--- config.mk ---
export PLATFORM = sky130hd
export DESIGN_NAME = alu_issue_unit_flat
export DESIGN_NICKNAME = d
export VERILOG_FILES = /design/src/rtl/alu_issue_unit_if.sv /design/src/rtl/alu_issue_unit.sv /design/src/flat_wrapper.sv
export SDC_FILE = /design/constraint.sdc
export NUM_CORES = 1
export LEC_CHECK = 0
export ABC_AREA = 1
export CAP_MARGIN = 10
export CORE_ASPECT_RATIO = 0.5
export CORE_MARGIN = 5
export CORE_UTILIZATION = 40
export CTS_BUF_LIST = sky130_fd_sc_hd__clkbuf_8
export DETAILED_ROUTE_END_ITERATION = 8
export GPL_ROUTABILITY_DRIVEN = 0
export GPL_TIMING_DRIVEN = 0
export PLACE_DENSITY_LB_ADDON = 0.05
export SETUP_SLACK_MARGIN = 0.1
export SYNTH_ARGS = -nofsm -noshare
export SYNTH_HDL_FRONTEND = slang
export SYNTH_SLANG_ARGS = --single-unit
export TNS_END_PERCENT = 30
--- constraint.sdc ---
create_clock -name clk -period 3.5 [get_ports clk]
set_input_delay 0.35 -clock clk [delete_from_list [all_inputs] [get_ports clk]]
set_output_delay 0.35 -clock clk [all_outputs]
set_load 0.03 [all_outputs]
--- src/rtl/alu_issue_unit_if.sv ---
// Bundle of handshake, ALU, register-access and result signals of the issue unit.
// Latency: none (wires only).
// Backpressure: instr_ready gates instr_valid; the other groups have no flow control.
interface alu_issue_unit_if #(
    parameter int DATA_W = 4,
    parameter int RA_W   = 2
);
    logic                  instr_valid;
    logic [4+3*RA_W-1:0]   instr;
    logic                  instr_ready;
    logic [DATA_W-1:0]     alu_a;
    logic [DATA_W-1:0]     alu_b;
    logic [4:0]            alu_select;
    logic                  alu_c_in;
    logic [DATA_W-1:0]     alu_y;
    logic                  ext_we;
    logic [RA_W-1:0]       ext_addr;
    logic [DATA_W-1:0]     ext_data;
    logic [RA_W-1:0]       dbg_addr;
    logic [DATA_W-1:0]     dbg_data;
    logic                  result_valid;
    logic [DATA_W-1:0]     result;
    logic [RA_W-1:0]       result_rd;
`ifdef ALU_ISSUE_ZFLAG_EN
    logic                  z_flag;
`endif

    // Environment side: sends instructions, closes the ALU loop, pokes the register file.
    modport master (
`ifdef ALU_ISSUE_ZFLAG_EN
        input  z_flag,
`endif
        output instr_valid, instr, alu_y, ext_we, ext_addr, ext_data, dbg_addr,
        input  instr_ready, alu_a, alu_b, alu_select, alu_c_in, dbg_data,
               result_valid, result, result_rd
    );

    modport slave (
`ifdef ALU_ISSUE_ZFLAG_EN
        output z_flag,
`endif
        input  instr_valid, instr, alu_y, ext_we, ext_addr, ext_data, dbg_addr,
        output instr_ready, alu_a, alu_b, alu_select, alu_c_in, dbg_data,
               result_valid, result, result_rd
    );
endinterface

--- src/rtl/alu_issue_unit.sv ---
// Issue/writeback stage wrapping a 4-bit ALU with a small register file (z_flag via ALU_ISSUE_ZFLAG_EN).
// Latency: accept at edge k, writeback at edge k+1, result_valid high after k+1; next accept at k+3.
// Backpressure: instr_ready is low outside IDLE and during reset; a held instr waits for IDLE.
module alu_issue_unit #(
    parameter int DATA_W = 4,
    parameter int RA_W   = 2
) (
    input  logic          clk,
    input  logic          rst_n,
    alu_issue_unit_if.slave bus
);
    localparam int INSTR_W = 4 + 3*RA_W;
    localparam int NREG    = 2**RA_W;
    localparam logic [3:0] OP_NOP = 4'hF;

    typedef enum logic [1:0] {IDLE, ISSUE, WB} state_t;

    state_t              state;
    logic [RA_W-1:0]     rd_q;
    logic [3:0]          op_q;
    logic [DATA_W-1:0]   rf [NREG];

    logic [3:0]          op;
    logic [RA_W-1:0]     rd;
    logic [RA_W-1:0]     rs1;
    logic [RA_W-1:0]     rs2;

    assign op  = bus.instr[INSTR_W-1 -: 4];
    assign rd  = bus.instr[3*RA_W-1 -: RA_W];
    assign rs1 = bus.instr[2*RA_W-1 -: RA_W];
    assign rs2 = bus.instr[RA_W-1:0];

    assign bus.instr_ready = (state == IDLE) && rst_n;
    assign bus.dbg_data    = rf[bus.dbg_addr];

    // {select, c_in}; CLR and NOP share a code, NOP only differs by suppressing writeback.
    function automatic logic [5:0] decode(input logic [3:0] o);
        case (o)
            4'h0: decode = {5'b00000, 1'b0};
            4'h1: decode = {5'b00000, 1'b1};
            4'h2: decode = {5'b00001, 1'b0};
            4'h3: decode = {5'b00001, 1'b1};
            4'h4: decode = {5'b00010, 1'b0};
            4'h5: decode = {5'b00010, 1'b1};
            4'h6: decode = {5'b00011, 1'b0};
            4'h7: decode = {5'b00011, 1'b1};
            4'h8: decode = {5'b00100, 1'b0};
            4'h9: decode = {5'b00101, 1'b0};
            4'hA: decode = {5'b00110, 1'b0};
            4'hB: decode = {5'b00111, 1'b0};
            4'hC: decode = {5'b01000, 1'b0};
            4'hD: decode = {5'b10000, 1'b0};
            default: decode = {5'b11000, 1'b0};
        endcase
    endfunction

    always_ff @(posedge clk) begin
        if (!rst_n) begin
            state            <= IDLE;
            rd_q             <= '0;
            op_q             <= '0;
            bus.alu_a        <= '0;
            bus.alu_b        <= '0;
            bus.alu_select   <= '0;
            bus.alu_c_in     <= 1'b0;
            bus.result       <= '0;
            bus.result_rd    <= '0;
            bus.result_valid <= 1'b0;
`ifdef ALU_ISSUE_ZFLAG_EN
            bus.z_flag       <= 1'b0;
`endif
            for (int i = 0; i < NREG; i++) rf[i] <= '0;
        end else begin
            if (bus.ext_we) rf[bus.ext_addr] <= bus.ext_data;
            case (state)
                IDLE: begin
                    if (bus.instr_valid) begin
                        bus.alu_a                     <= rf[rs1];
                        bus.alu_b                     <= rf[rs2];
                        {bus.alu_select, bus.alu_c_in} <= decode(op);
                        rd_q                          <= rd;
                        op_q                          <= op;
                        state                         <= ISSUE;
                    end
                end
                ISSUE: begin
                    if (op_q != OP_NOP) begin
                        // Placed after the ext write so a same-address collision resolves to the ALU result.
                        rf[rd_q]         <= bus.alu_y;
                        bus.result       <= bus.alu_y;
                        bus.result_rd    <= rd_q;
                        bus.result_valid <= 1'b1;
`ifdef ALU_ISSUE_ZFLAG_EN
                        bus.z_flag       <= (bus.alu_y == '0);
`endif
                        state            <= WB;
                    end else begin
                        state            <= IDLE;
                    end
                end
                WB: begin
                    bus.result_valid <= 1'b0;
                    state            <= IDLE;
                end
                default: state <= IDLE;
            endcase
        end
    end
endmodule

--- src/flat_wrapper.sv ---
// flat-port wrapper written by rule: the top's interface ports become plain ports
module alu_issue_unit_flat 
#(
    parameter int DATA_W = 4,
    parameter int RA_W   = 2
)
  (clk, rst_n, bus_instr_valid, bus_instr, bus_alu_y, bus_ext_we, bus_ext_addr, bus_ext_data, bus_dbg_addr, bus_instr_ready, bus_alu_a, bus_alu_b, bus_alu_select, bus_alu_c_in, bus_dbg_data, bus_result_valid, bus_result, bus_result_rd);
  alu_issue_unit_if #(.DATA_W(DATA_W), .RA_W(RA_W)) bus_i ();
  input  logic clk;
  input  logic rst_n;
  input wire logic [$bits(bus_i.instr_valid)-1:0] bus_instr_valid;
  input wire logic [$bits(bus_i.instr)-1:0] bus_instr;
  input wire logic [$bits(bus_i.alu_y)-1:0] bus_alu_y;
  input wire logic [$bits(bus_i.ext_we)-1:0] bus_ext_we;
  input wire logic [$bits(bus_i.ext_addr)-1:0] bus_ext_addr;
  input wire logic [$bits(bus_i.ext_data)-1:0] bus_ext_data;
  input wire logic [$bits(bus_i.dbg_addr)-1:0] bus_dbg_addr;
  output wire logic [$bits(bus_i.instr_ready)-1:0] bus_instr_ready;
  output wire logic [$bits(bus_i.alu_a)-1:0] bus_alu_a;
  output wire logic [$bits(bus_i.alu_b)-1:0] bus_alu_b;
  output wire logic [$bits(bus_i.alu_select)-1:0] bus_alu_select;
  output wire logic [$bits(bus_i.alu_c_in)-1:0] bus_alu_c_in;
  output wire logic [$bits(bus_i.dbg_data)-1:0] bus_dbg_data;
  output wire logic [$bits(bus_i.result_valid)-1:0] bus_result_valid;
  output wire logic [$bits(bus_i.result)-1:0] bus_result;
  output wire logic [$bits(bus_i.result_rd)-1:0] bus_result_rd;
  assign bus_i.instr_valid = bus_instr_valid;
  assign bus_i.instr = bus_instr;
  assign bus_i.alu_y = bus_alu_y;
  assign bus_i.ext_we = bus_ext_we;
  assign bus_i.ext_addr = bus_ext_addr;
  assign bus_i.ext_data = bus_ext_data;
  assign bus_i.dbg_addr = bus_dbg_addr;
  assign bus_instr_ready = bus_i.instr_ready;
  assign bus_alu_a = bus_i.alu_a;
  assign bus_alu_b = bus_i.alu_b;
  assign bus_alu_select = bus_i.alu_select;
  assign bus_alu_c_in = bus_i.alu_c_in;
  assign bus_dbg_data = bus_i.dbg_data;
  assign bus_result_valid = bus_i.result_valid;
  assign bus_result = bus_i.result;
  assign bus_result_rd = bus_i.result_rd;
  alu_issue_unit #(.DATA_W(DATA_W), .RA_W(RA_W)) u_core (.clk(clk), .rst_n(rst_n), .bus(bus_i));
endmodule
# Yosys cells after proc, flatten, opt, wreduce, memory -nomap -nowiden
# Memory sizes are Yosys's and may differ from the RTL's. A register that Yosys moved wholly into a read port is not among the register bits.
# Index checks and enable logic that the tools add are counted.
# Widths: inputs -> output; s select.
# op_classes
n_eq_ne	5
muxes	19
n_reduce_logical	11
# op_table
cell	n
$mux 1	11
$mux 2	4
$mux 4	2
$reduce_or 4->1	2
$reduce_and 2->1	3
$ne 4x4->1 const B	1
$pmux 2 s2	1
$logic_not 1->1	3
$eq 2x1->1 const B	1
$eq 2x2->1 const B	1
$logic_not 2->1	1
$ne 2x1->1 const B	1
$ne 2x2->1 const B	1
$pmux 1 s2	1
$reduce_bool 2->1	1
$logic_and 1x1->1	1
# word_totals
in_bits	26
output_inout_bits	26
register_bits	15
n_memories	2
word_cells	43
ram_bits	16
romBits	96
# mem_list
name	depth	word_bits	read_ports	rd_clocked_by_memory_dff	wr	line	source
(name not given)	16	6	1	1	0	alu_issue_unit.sv:38	case (o)
u_core.rf	4	4	3	2	4	alu_issue_unit.sv:21	logic [DATA_W-1:0] rf [NREG];

# Logic depth before layout (Yosys ltp)
# depth
word_depth	7
depth_mapped	8
mapped_depth_nobuf	7

# Worst setup path after synthesis
# No wires, ideal clock.
# synth_timing
path_type	input-to-output
startpoint	in bus_dbg_addr[0]
endpoint	out bus_dbg_data[0]
slack_ps	1923
cell_stages	4
arrival_ps	1227
required_time_ps	3150
n_path_buf	1
cell_sequence	clkbuf_1 inv_1 o21ai_0 o22ai_1
# synth_via
elab_chain_len	1
# synth_rtl
element	line	source
start, declared	flat_wrapper.sv:17	input wire logic [$bits(bus_i.dbg_addr)-1:0] bus_dbg_addr;
$mem_v2 4x4	-	
end, declared	flat_wrapper.sv:23	output wire logic [$bits(bus_i.dbg_data)-1:0] bus_dbg_data;
# No other way between the ends.

# Final worst setup path
# layout_timing
startpoint	in rst_n
endpoint	out bus_instr_ready
# layout_via
elab_chain_len	1
# layout_rtl
element	line	source
start, declared	flat_wrapper.sv:10	input logic rst_n;
$logic_and 1x1->1	alu_issue_unit.sv:33	assign bus.instr_ready = (state == IDLE) && rst_n;
end, declared	flat_wrapper.sv:18	output wire logic [$bits(bus_i.instr_ready)-1:0] bus_instr_ready;
# No other way between the ends.

==> flow_metrics.tcl <==
set metrics [dict create \
    cts.clk_slew.worst_paths_ps 70 \
    whs_ps 427 \
    setup_violations 0 \
    die_w_um 122 \
    io_buffer_count 47 \
    hold_path.class "input port to register" \
    synth_edf_count 16 \
    synth_compound_area_share_pct 5.83 \
    path_buf_inv 5 \
    tightest_slew_ps 502 \
    hold_depth 3 \
    reg2reg_depth 3 \
    drive_above_1_share_pct 5.58 \
    clock_sinks 45 \
    layout.nets 455 \
    netSwitchingFraction_pct 30.9 \
    crit_chain "clkdlybuf4s50_1, inv_2, buf_2, buf_2, nor2_1, clkdlybuf4s50_1" \
    num-fill-cells 613 \
    start_util_pct 41.3 \
    synth_most_common_cell "nand2_1" \
    critPathRequiredTime_ps 3150 \
    num_antenna_cells 0 \
    fmax_mhz 371 \
    finalClockSkew_ps 7.75 \
    ir_worst_vdd_mv 0.192 \
    fin_crit_sh_pct 77.1 \
    synthSimpleGateAreaFrac_pct 40.8 \
    antenna_found_initial 0 \
    overflow 0 \
    cts_tree "built" \
    wl_per_cell_um 12.6 \
    finish.utilization_pct 52.2 \
    synth_top_area_share_pct 23.1 \
    cts_buffers 5 \
    synth_top_family_by_area "simple AND/OR/NAND/NOR gates" \
    endpoint_kind "output port" \
    maxCapViolCount 0 \
    clock_latency_ps 300 \
    ys_seq_area_share_pct 42.2 \
    hold_viol 0 \
    dp_cells 510 \
    p_int_mw 0.823 \
    grt_pass1_vias 2361 \
    fin_tns_setup_ps 0 \
    num_vias 2498 \
    power.net_switching_mw 0.368 \
    rsz0062_at_grt "false" \
    power.leakage_nw 1.54 \
    async_flop_share_pct 0 \
    synth_cell_type_count 21 \
    power_density_nw_per_um2 375 \
    synth_top_cell_by_area "dfxtp_1" \
    cts_root_buf "clkbuf_8" \
    synthToLayoutAreaGrowth_pct 26.3 \
    drcViolationCount 0 \
    ios 52 \
    cp.arrival_ps 2350 \
    cts_hold_buf 0 \
    cts_buffer_depth 2 \
    grtUsageTotal_pct 17.0 \
    post_cts_buffers 0 \
    synth_commonest_cells "nand2_1, nor2_1, inv_1" \
    synth_mux_area_share_pct 0 \
    num_rows 20 \
    path_class "input port to output port" \
    synthXorXnorAreaFrac_pct 0 \
    yosysWarnings 0 \
    pwr-share-comb_pct 24.5 \
    core_um2 6080 \
    first_iter_violations 169 \
    die_y_um 66.0 \
    clockPowerShare_pct 25.4 \
    synthCells 375 \
    grt_first_pass_wirelength_mm 10.8 \
    crit_path_top_delay_cell "clkdlybuf4s50_1" \
    final_cells 518 \
    drtAntennaViolNets 0 \
    power_frac_seq_pct 50.1 \
    vias_per_cell 4.82 \
    synth-seq-cells 45 \
    finalCriticalPeriod_ps 2700 \
    routed_wl_mm 6.52 \
    syn_area_um2 2510 \
    crit_path_start_kind "input port" \
    crit_fanout 10 \
    first_pass_iters 4 \
    synth_fa_ha_area_share_pct 0 \
    grt_start_max_net_pins 14 \
    path_depth 6 \
    slew-limit-headroom_pct 66.6 \
    synth_flop_cell "dfxtp_1" \
    die_area_um2 8060 \
    synth_area_per_cell_um2 6.70 \
    cts_resized 0 \
    dp_hpwl_mm 5.21 \
    synth_area_leaders "dfxtp_1, edfxtp_1, nand2_1, nor2_1, inv_1" \
    status "finished, final reports clean" \
    cts_htree_levels 2 \
    cp_top_family "buffers and inverters" \
    total_power_mw 1.19 \
    max_stage_delay_ps 680 \
    slew_viol_final 0 \
    syn_nets 401 \
]
## cell type report
cell class,instances,area [um^2],share of cell area [%]
repair buffers,47,470,14.8
inverters,52,195,6.15
multi-input cells,263,1170,36.9
clock inverters,3,11.3,0.355
clock buffers,5,68.8,2.17
plain buffers,15,83.8,2.64
well taps,88,110,3.47
flip-flops and latches,45,1060,33.4
## sequential cells by signal, indices dropped and copies added (netlist names)
| name | flops |
|---|---|
| u_core.state | 2 |
| u_core.bus.alu_select | 5 |
| u_core.rf | 16 |
| u_core.bus.result_valid | 1 |
| u_core.bus.result | 4 |
| u_core.bus.result_rd | 2 |
| u_core.bus.alu_a | 4 |
| u_core.op_q | 4 |
| u_core.bus.alu_b | 4 |
| u_core.rd_q | 2 |
| u_core.bus.alu_c_in | 1 |
## worst reg2reg max path, stage by stage, from the launching register on
cell      delay (ps)
dfxtp_1          330
clkbuf_1         330
nand4_1          300
nand3_1          250
## power groups by stage
stage / clock [mW] / sequential [mW] / combinational (mW)
floorplan: 0 / 0.638 / 0.147
global placement: 0 / 0.609 / 0.286
detailed placement: 0 / 0.610 / 0.291
CTS: 0.314 / 0.597 / 0.292
global route: 0.338 / 0.602 / 0.320
finish: 0.302 / 0.597 / 0.292
## cell usage in the layout (no fill, tap or decap), drive strengths merged, types with 2 or more instances in the layout
cell type / netlist / routed
nand2: 110 / 110
nor2: 69 / 69
inv: 51 / 53
clkdlybuf4s50: 0 / 47
nand3: 35 / 35
dfxtp: 29 / 29
nand4: 20 / 20
edfxtp: 16 / 16
o21ai: 13 / 13
a21oi: 10 / 10
buf: 10 / 10
clkbuf: 5 / 10
o22ai: 5 / 5
clkinv: 1 / 2
## layer usage
layer	wire [um]	up-vias	global-route usage, %
met1	3010	1099	21.7
met4	140	0	6.00
met5	0	-	0
met2	2860	91	27.7
met3	506	15	4.87
li1	-	1293	-
## per-stage QoR
step | cell area (um^2) | setup slack, ps
3_3_place_gp | 3090 | 805
5_1_grt | 3170 | 741
3_5_place_dp | 3090 | 795
6_report | 3170 | 802
2_1_floorplan | 2510 | 1920
4_1_cts | 3170 | 795
## final timing paths
path,slack [ps],endpoint,from
setup / recovery,800,bus_instr_ready,rst_n
hold / removal,430,u_core.op_q[3],bus_instr[9]
setup reg to reg,1990,u_core.rf[3][0],u_core.rd_q[1]
hold reg to reg,470,u_core.bus.alu_select[2],u_core.bus.alu_select[2]
## cell families after synthesis
group / Yosys count
and+or+nand+nor: 235
DFF: 45
buffers and inverters: 67
AOI/OAI and AO/OA: 28
Power figures use the tool's default switching activity.
